[src/rtl/mem_access.sv]
// mem_access: MEM-stage load/store unit bridging the pipeline to a req/ack data bus.
// Latency: non-memory ops pass through in 0 cycles; aligned accesses take 1 + bus cycles + 1 (DONE).
// Backpressure: hold_req_o stalls the pipeline from the issue cycle until DONE; watchdog aborts after 255 bus cycles.
//
// Ports:
//   clk_100MHz, arst_n          clock, asynchronous active-low reset
//   inst_i, reg_w_*_i, rs2_*    instruction, writeback request, effective address, store data from EX/MEM
//   bus_*                       single-outstanding word bus (req/ack), word-aligned address, byte enables
//   hold_req_o                  pipeline stall request
//   misalign_o, bus_err_o       misaligned access (issue cycle) / bus timeout (DONE cycle)
//   inst_o, reg_w_*_o, mem_*_o  results toward mem_wb
module mem_access (
   input  logic        clk_100MHz,
   input  logic        arst_n,
   input  logic [31:0] inst_i,
   input  logic        reg_w_ena_i,
   input  logic [4:0]  reg_w_addr_i,
   input  logic [31:0] reg_w_data_i,
   input  logic [31:0] rs2_data_i,
   output logic        bus_req_o,
   output logic        bus_we_o,
   output logic [31:0] bus_addr_o,
   output logic [3:0]  bus_be_o,
   output logic [31:0] bus_wdata_o,
   input  logic        bus_ack_i,
   input  logic [31:0] bus_rdata_i,
   output logic        hold_req_o,
   output logic        misalign_o,
   output logic        bus_err_o,
   output logic [31:0] inst_o,
   output logic        reg_w_ena_o,
   output logic [4:0]  reg_w_addr_o,
   output logic [31:0] reg_w_data_o,
   output logic        mem_r_ena_o,
   output logic [31:0] mem_r_addr_o,
   output logic [31:0] mem_r_data_o,
   output logic        mem_w_ena_o,
   output logic [31:0] mem_w_addr_o,
   output logic [31:0] mem_w_data_o
);

   typedef enum logic [1:0] {
      S_IDLE = 2'd0,
      S_BUS  = 2'd1,
      S_DONE = 2'd2
   } state_t;

   localparam logic [6:0] OPC_LOAD  = 7'b0000011;
   localparam logic [6:0] OPC_STORE = 7'b0100011;

   state_t      r_state;
   logic [7:0]  r_wdog;
   logic        r_err;
   logic        r_bus_req;
   logic        r_we;
   logic [31:0] r_addr;
   logic [3:0]  r_be;
   logic [31:0] r_wdata;
   logic [2:0]  r_funct3;
   logic [4:0]  r_rd;
   logic        r_rd_ena;
   logic [31:0] r_inst;
   logic [31:0] r_rs2;
   logic [31:0] r_rdata;

   logic [6:0]  w_opcode;
   logic [2:0]  w_funct3;
   logic [31:0] w_addr;
   logic        w_is_load;
   logic        w_is_store;
   logic        w_is_mem;
   logic        w_misalign;
   logic [3:0]  w_be;
   logic [31:0] w_wdata;
   logic [7:0]  w_byte;
   logic [15:0] w_half;
   logic [31:0] w_load_data;

   assign w_opcode = inst_i[6:0];
   assign w_funct3 = inst_i[14:12];
   assign w_addr   = reg_w_data_i;

   // Unsupported funct3 encodings under the load/store opcodes fall through as non-memory ops.
   always_comb begin
      w_is_load  = 1'b0;
      w_is_store = 1'b0;
      if (w_opcode == OPC_LOAD) begin
         case (w_funct3)
            3'b000, 3'b001, 3'b010, 3'b100, 3'b101: w_is_load = 1'b1;
            default:                                w_is_load = 1'b0;
         endcase
      end
      if (w_opcode == OPC_STORE) begin
         case (w_funct3)
            3'b000, 3'b001, 3'b010: w_is_store = 1'b1;
            default:                w_is_store = 1'b0;
         endcase
      end
   end

   assign w_is_mem = w_is_load | w_is_store;

   // funct3[1:0] encodes access size for both loads and stores: 00 byte, 01 half, 10 word.
   always_comb begin
      w_misalign = 1'b0;
      w_be       = 4'b1111;
      w_wdata    = rs2_data_i;
      case (w_funct3[1:0])
         2'b00: begin
            w_be    = 4'b0001 << w_addr[1:0];
            w_wdata = {4{rs2_data_i[7:0]}};
         end
         2'b01: begin
            w_misalign = w_addr[0];
            w_be       = w_addr[1] ? 4'b1100 : 4'b0011;
            w_wdata    = {2{rs2_data_i[15:0]}};
         end
         default: begin
            w_misalign = (w_addr[1:0] != 2'b00);
         end
      endcase
   end

   // Lane selection and extension of the captured read word.
   always_comb begin
      case (r_addr[1:0])
         2'd1:    w_byte = r_rdata[15:8];
         2'd2:    w_byte = r_rdata[23:16];
         2'd3:    w_byte = r_rdata[31:24];
         default: w_byte = r_rdata[7:0];
      endcase
      w_half = r_addr[1] ? r_rdata[31:16] : r_rdata[15:0];
      case (r_funct3)
         3'b000:  w_load_data = {{24{w_byte[7]}}, w_byte};
         3'b100:  w_load_data = {24'd0, w_byte};
         3'b001:  w_load_data = {{16{w_half[15]}}, w_half};
         3'b101:  w_load_data = {16'd0, w_half};
         default: w_load_data = r_rdata;
      endcase
   end

   always_ff @(posedge clk_100MHz or negedge arst_n) begin
      if (!arst_n) begin
         r_state   <= S_IDLE;
         r_wdog    <= 8'd0;
         r_err     <= 1'b0;
         r_bus_req <= 1'b0;
         r_we      <= 1'b0;
         r_addr    <= 32'd0;
         r_be      <= 4'd0;
         r_wdata   <= 32'd0;
         r_funct3  <= 3'd0;
         r_rd      <= 5'd0;
         r_rd_ena  <= 1'b0;
         r_inst    <= 32'd0;
         r_rs2     <= 32'd0;
         r_rdata   <= 32'd0;
      end else begin
         case (r_state)
            S_IDLE: begin
               if (w_is_mem && !w_misalign) begin
                  r_we      <= w_is_store;
                  r_addr    <= w_addr;
                  r_be      <= w_be;
                  r_wdata   <= w_wdata;
                  r_funct3  <= w_funct3;
                  r_rd      <= reg_w_addr_i;
                  r_rd_ena  <= reg_w_ena_i;
                  r_inst    <= inst_i;
                  r_rs2     <= rs2_data_i;
                  r_wdog    <= 8'd0;
                  r_err     <= 1'b0;
                  r_bus_req <= 1'b1;
                  r_state   <= S_BUS;
               end
            end
            S_BUS: begin
               if (bus_ack_i) begin
                  r_rdata   <= bus_rdata_i;
                  r_wdog    <= 8'd0;
                  r_bus_req <= 1'b0;
                  r_state   <= S_DONE;
               end else if (r_wdog == 8'd254) begin
                  // This cycle takes the count to 255: 255 request cycles in total, then abort.
                  r_wdog    <= 8'd255;
                  r_err     <= 1'b1;
                  r_bus_req <= 1'b0;
                  r_state   <= S_DONE;
               end else begin
                  r_wdog <= r_wdog + 8'd1;
               end
            end
            S_DONE: begin
               r_wdog  <= 8'd0;
               r_state <= S_IDLE;
            end
            default: begin
               r_bus_req <= 1'b0;
               r_state   <= S_IDLE;
            end
         endcase
      end
   end

   assign bus_req_o   = r_bus_req;
   assign bus_we_o    = r_we;
   assign bus_addr_o  = {r_addr[31:2], 2'b00};
   assign bus_be_o    = r_be;
   assign bus_wdata_o = r_wdata;
   assign bus_err_o   = (r_state == S_DONE) & r_err;

   always_comb begin
      inst_o       = inst_i;
      reg_w_ena_o  = reg_w_ena_i;
      reg_w_addr_o = reg_w_addr_i;
      reg_w_data_o = reg_w_data_i;
      mem_r_ena_o  = 1'b0;
      mem_r_addr_o = 32'd0;
      mem_r_data_o = 32'd0;
      mem_w_ena_o  = 1'b0;
      mem_w_addr_o = 32'd0;
      mem_w_data_o = 32'd0;
      hold_req_o   = 1'b0;
      misalign_o   = 1'b0;
      case (r_state)
         S_IDLE: begin
            // The combinational stall/misalign flags are gated by reset so they are quiet while held.
            if (w_is_mem) begin
               reg_w_ena_o = 1'b0;
               if (w_misalign) misalign_o = arst_n;
               else            hold_req_o = arst_n;
            end
         end
         S_BUS: begin
            inst_o       = r_inst;
            reg_w_ena_o  = 1'b0;
            reg_w_addr_o = r_rd;
            reg_w_data_o = r_addr;
            hold_req_o   = 1'b1;
         end
         S_DONE: begin
            inst_o       = r_inst;
            reg_w_addr_o = r_rd;
            reg_w_ena_o  = 1'b0;
            if (r_we) begin
               reg_w_data_o = r_addr;
               mem_w_ena_o  = ~r_err;
               mem_w_addr_o = r_addr;
               mem_w_data_o = r_rs2;
            end else begin
               reg_w_data_o = w_load_data;
               reg_w_ena_o  = r_rd_ena & ~r_err;
               mem_r_ena_o  = ~r_err;
               mem_r_addr_o = r_addr;
               mem_r_data_o = w_load_data;
            end
         end
         default: begin
            hold_req_o = 1'b0;
         end
      endcase
   end

endmodule

[config.mk]
export PLATFORM = sky130hd
export DESIGN_NAME = mem_access
export DESIGN_NICKNAME = d
export VERILOG_FILES = /design/src/rtl/mem_access.sv
export SDC_FILE = /design/constraint.sdc
export NUM_CORES = 1
export LEC_CHECK = 0
export CAP_MARGIN = 20
export CORE_AREA = 2 2 158 160
export CTS_CLUSTER_SIZE = 20
export DETAILED_ROUTE_END_ITERATION = 8
export DIE_AREA = 0 0 160 162
export MAX_ROUTING_LAYER = met4
export PLACE_DENSITY = 0.81
export SETUP_SLACK_MARGIN = 0.5
export SLEW_MARGIN = 10
export SYNTH_ARGS = -nofsm -noshare
export SYNTH_HDL_FRONTEND = slang
export SYNTH_SLANG_ARGS = --single-unit
export TNS_END_PERCENT = 50
[constraint.sdc]
create_clock -name clk_100MHz -period 4.1 [get_ports clk_100MHz]
set_clock_uncertainty 0.1 [all_clocks]
set_input_delay 0.41 -clock clk_100MHz [delete_from_list [all_inputs] [get_ports clk_100MHz]]
set_output_delay 0.41 -clock clk_100MHz [all_outputs]
set_load 0.005 [all_outputs]
Word level (Yosys, flattened, before mapping)
Index checks and enable logic that the tools add are counted.
{"block": "word_totals", "elab_cells": 111, "register_bits": 186, "inputBits": 137, "output_inout_bits": 273}
{"block": "op_classes", "shifts": 1, "bitwise": 5, "eq_ne": 20, "reduce_logical": 18, "mux": 52, "addsub": 1}
{"operator": "32-bit 2-to-1 mux", "n": 10}
{"operator": "32-bit one-hot mux with 2 select lines", "n": 2}
{"operator": "32-bit one-hot mux with 4 select lines", "n": 1}
{"operator": "8-bit one-hot mux with 3 select lines", "n": 2}
{"operator": "8-bit 2-to-1 mux", "n": 3}
{"operator": "1-bit 2-to-1 mux", "n": 21}
{"operator": "16-bit 2-to-1 mux", "n": 1}
{"operator": "3-bit equality test, second input constant", "n": 4}
{"operator": "8-bit by 1-bit adder with 8-bit output, second input constant", "n": 1}
{"operator": "8-bit equality test, second input constant", "n": 1}
{"operator": "4-bit one-hot mux with 2 select lines", "n": 1}
{"operator": "2-bit AND reduction", "n": 4}
{"operator": "7-bit by 2-bit equality test with 1-bit output, second input constant", "n": 1}
{"operator": "7-bit by 6-bit equality test with 1-bit output, second input constant", "n": 1}
{"operator": "2-bit by 1-bit equality test with 1-bit output, second input constant", "n": 3}
{"operator": "2-bit equality test, second input constant", "n": 3}
{"operator": "3-bit by 1-bit equality test with 1-bit output, second input constant", "n": 2}
{"operator": "3-bit logical NOT", "n": 2}
{"operator": "2-bit 2-to-1 mux", "n": 3}
{"operator": "2-bit != test, second input constant", "n": 3}
{"operator": "1-bit one-hot mux with 2 select lines", "n": 3}
{"operator": "1-bit one-hot mux with 3 select lines", "n": 2}
{"operator": "5-bit 2-to-1 mux", "n": 1}
{"operator": "5-bit OR reduction", "n": 1}
{"operator": "17 further kinds", "n": 21}

Depth between registers and ports, before layout
{"block": "depth", "ltp_word": 8, "depth_mapped": 9, "mapped_depth_nobuf": 7}

Worst setup path before layout
OpenSTA, ideal clock, no wires.
{"block": "synth_timing", "path_type": "register -> output", "startpoint": "register r_state[0]", "endpoint": "output port inst_o[18]", "path_slack_ns": 1.829, "t_required_ns": 3.590, "n_path_buf": 2, "path_stages_with_launch": 6, "arrival_ns": 1.761, "cell_sequence": "dfrtp_1 > inv_1 > ha_1 > clkbuf_1 > clkbuf_1 > mux2_2"}
{"block": "synth_via", "elab_chain_cells": 3, "elab_cells_between_ends": 4, "cone_classes": "eq/ne: 2; mux: 1; reduce/logical: 1"}
{"element": "start: declaration", "line_no": "51", "source": "state_t r_state;"}
{"element": "start signal: assignment", "line_no": "144", "source": "r_state <= S_IDLE;"}
{"element": "start signal: assignment", "line_no": "174", "source": "r_state <= S_BUS;"}
{"element": "start signal: assignment", "line_no": "182", "source": "r_state <= S_DONE;"}
{"element": "2-bit equality test or 2-bit by 1-bit equality test with 1-bit output (tied branches)", "line_no": "225", "source": "case (r_state)"}
{"element": "2-bit OR reduction (no line) (*)"}
{"element": "32-bit 2-to-1 mux (*)", "line_no": "225"}
{"element": "end: declaration", "line_no": "30", "source": "output logic [31:0] inst_o,"}
Every way passes the cells marked *; elsewhere a longest branch is shown, timed or not.

Worst setup path after layout
{"block": "layout_timing", "startpoint": "register r_state[0]", "endpoint": "output port reg_w_data_o[8]"}
{"block": "layout_via", "elab_chain_cells": 2, "elab_cells_between_ends": 3, "cone_classes": "eq/ne: 2; mux: 1"}
{"element": "2-bit equality test or 2-bit by 1-bit equality test with 1-bit output (tied branches)", "line_no": "225"}
{"element": "32-bit one-hot mux with 2 select lines (*)", "line_no": "225"}
{"element": "end: declaration", "line_no": "33", "source": "output logic [31:0] reg_w_data_o,"}
Marks and branches as above.

==> flow_metrics.env <==
export IMPL_grt_pass1_wl_um=54880
export IMPL_grt_ovfl_total=0
export IMPL_setup_viol=0
export IMPL_initialDrtViolationCount=610
export IMPL_endpoint="reg_w_data_o[8]"
export IMPL_antenna_found_initial=0
export IMPL_slew_headroom=0.2503
export IMPL_min_period_ps=3552
export IMPL_critPathCaptureType="output pin"
export IMPL_critPathLaunchType="register"
export IMPL_required_ps=3590
export IMPL_top_level_ports=410
export IMPL_antenna_cells=0
export IMPL_fill_cells=2109
export IMPL_synth_edf_count=0
export IMPL_gp_congestion=0.9529
export IMPL_rows=57
export IMPL_cts_buffers_inserted=17
export IMPL_syn_area_um2=9966
export IMPL_holdPathStages=2
export IMPL_grt_pass1_vias=9409
export IMPL_setup_tns_ps=0
export IMPL_max_freq_ghz=0.2815
export IMPL_grt_start_max_net_pins=150
export IMPL_synth_simple_gate_area_share=0.2554
export IMPL_synth_seq_cells=175
export IMPL_multi_input_area_um2=4873
export IMPL_hpwl_um=26780
export IMPL_finish_utilization=0.6086
export IMPL_cts_buffer_depth=2
export IMPL_maxSlewViolCount=0
export IMPL_insertion_delay_ps=420
export IMPL_rrSetupSlack_ps=1540
export IMPL_htreeDepth=4
export IMPL_wl_um=36520
export IMPL_regArea_um2=4382
export IMPL_worstMarginPinSlew_ps=1125
export IMPL_initial_utilization=0.4134
export IMPL_vias_per_cell=5.245
export IMPL_syn_area_per_cell_um2=8.636
export IMPL_drtAntennaViolNets=0
export IMPL_fp_dieW_um=160
export IMPL_reg2regPathDepth=7
export IMPL_hold_class="reg2reg"
export IMPL_core_um2=24110
export IMPL_place_inst=1790
export IMPL_synth_top_family_by_area="simple AND/OR/NAND/NOR gates"
export IMPL_critPathKind="reg2out"
export IMPL_hold_viol=0
export IMPL_num_vias=9572
export IMPL_synthAdderAreaFrac=0.008788
export IMPL_crit_fanout=14
export IMPL_r2r_end="r_inst[5]"
export IMPL_max_cap_viol_count=0
export IMPL_die_h_um=162
export IMPL_clock_sinks=175
export IMPL_layout_nets=1632
export IMPL_synthXorXnorAreaFrac=0
export IMPL_dieArea_um2=25920
export IMPL_power_density_nw_per_um2=421.3
export IMPL_rsz0062_at_grt="yes"
export IMPL_wl_per_cell_um=20.01
export IMPL_synthMuxAreaShare=0.1142
export IMPL_yosysSeqAreaShare=0.4394
export IMPL_dr_pass1_iters=5
export IMPL_reg2reg_from="r_state[0]"
export IMPL_worstPathArrival_ps=3040
export IMPL_irDropWorstVdd_mv=0.2448
export IMPL_area_growth_pct=47.22
export IMPL_min_from="r_rs2[9]"
export IMPL_cts_clk_slew_worst_paths_ps=80
export IMPL_final_cells=1825
export IMPL_synthArstFlopShare=1.000
export IMPL_drc=0
export IMPL_synthCells=1154
export IMPL_period_share=0.8664
export IMPL_synth_compound_area_frac=0.1060
export IMPL_root_buffer="clkbuf_16"
export IMPL_synth_ff_type="dfrtp_1"
export IMPL_track_usage=0.2833
export IMPL_status="finished clean"
export IMPL_worstSetupStartpoint="r_state[0]"
export IMPL_cts_tree="done"
export IMPL_hold_slack_ps=367.4
export IMPL_synth_distinct_cells=52
export IMPL_synth_warnings=0
export IMPL_p_leak_nw=6.841
export IMPL_portBuffers=407
export IMPL_drive_gt1_frac=0.09860
## synth_stat cells, drive strengths merged, types with 4 or more instances
master  count  share of area
o21ai      46          0.023
clkbuf     54          0.020
and3       64          0.040
nand2b     14         0.0088
o311a       7         0.0070
dfrtp     175           0.44
o22a       20          0.018
and2       39          0.024
nor2b      11         0.0069
inv        12         0.0045
nor2       49          0.018
mux2i      35          0.035
a21oi      67          0.034
nand2     367           0.14
buf        67          0.051
nor3        6         0.0041
or3         6         0.0038
o2111a      4         0.0045
ha          7         0.0088
mux2       70          0.079
## cells in the final DEF (no fill, tap or decap), types with 4 or more instances in the layout
| cell type | instances |
|---|---|
| a21oi_1 | 67 |
| and2_1 | 39 |
| and3_1 | 64 |
| buf_4 | 23 |
| clkbuf_16 | 17 |
| clkdlybuf4s50_1 | 406 |
| clkinv_8 | 6 |
| dfrtp_1 | 173 |
| ha_1 | 5 |
| inv_1 | 12 |
| mux2_2 | 70 |
| mux2i_1 | 35 |
| nand2_1 | 367 |
| nand2b_1 | 13 |
| nor2_1 | 48 |
| nor2b_1 | 10 |
| nor3_1 | 5 |
| o2111a_1 | 4 |
| o21ai_0 | 17 |
| o21ai_1 | 28 |
| o22a_1 | 20 |
| o311a_1 | 7 |
| or3_1 | 6 |
## worst min-delay path by stage
stage / endpoint / slack [ps]
after global placement: r_wdog[5] / 230
after floorplan: bus_be_o[0] / 10
after global routing: r_rd[0] / 380
final: r_rs2[9] / 370
after detailed placement: r_rd_ena / 230
after CTS: r_rs2[9] / 370
## area by class of cell
| class | instances | area share |
|---|---|---|
| Clock buffer | 17 | 0.02900 |
| Clock inverter | 15 | 0.01424 |
| Inverter | 12 | 0.003070 |
| Multi-Input combinational cell | 847 | 0.3322 |
| Sequential cell | 175 | 0.2987 |
| Tap cell | 324 | 0.02763 |
| Timing Repair Buffer | 435 | 0.2952 |
## registers in the layout, summed over array words and instances (netlist names), 2 cells and up
name         count
r_state          2
r_addr          32
bus_be_o         4
r_rs2           24
r_funct3         2
r_inst          30
r_wdog           8
r_rdata         32
bus_wdata_o     32
r_rd             5
## critical path, cell delays in order, from the launching register on
cell and delay, ps:
dfrtp_1 440, inv_1 160, ha_2 360, nor2b_4 280, buf_4 160, buf_4 140, o311a_1 260, a21oi_1 60
a21oi_1 190, clkdlybuf4s50_1 560
## routing by layer
metal,routed length [um],share of wire,global-route usage
met1,14540,0.40,0.3321
met2,18220,0.50,0.4809
met3,2399,0.066,0.05465
met4,1361,0.037,0.1167
met5,0,0,-
## power breakdown
group / total [W] / switching, W / internal [W] / leakage [nW]
logic: 0.00228 / 0.00103 / 0.00125 / 4.15
clock network: 0.00173 / 0.000833 / 0.000894 / 0.308
registers: 0.00217 / 0.000226 / 0.00195 / 2.39
total: 0.00618 / 0.00209 / 0.00409 / 6.84
## per-stage QoR
stage                     power [W]  instance area [um2]  setup WS, ps
after detailed placement   0.004457                14000         706.4
after CTS                  0.006222                14670         455.9
after floorplan            0.003179                 9970          1829
after global placement     0.004423                14000         757.4
final                      0.006181                14670         547.8
after global routing       0.006486                14670         464.2
## cell families (layout without fill, tap and decap cells)
family,Yosys count,after routing
flip-flops,175,175
AND/OR/NAND/NOR,568,568
buffers and inverters,133,479
other,1,2
AO/OA/AOI/OAI,165,165
adder cells (fa/ha/maj),7,7
multiplexers,105,105
## what timing repair did
action | CTS | global route
cloned | 0 | 0
hold endpoints to repair | 26 | 0
setup endpoints to repair | 34 | 18
gates resized for setup | 3 | 2
hold buffers | 1 | 0
buffers inserted | 2 | 0
Note: power is estimated with default switching activity, not from simulation.
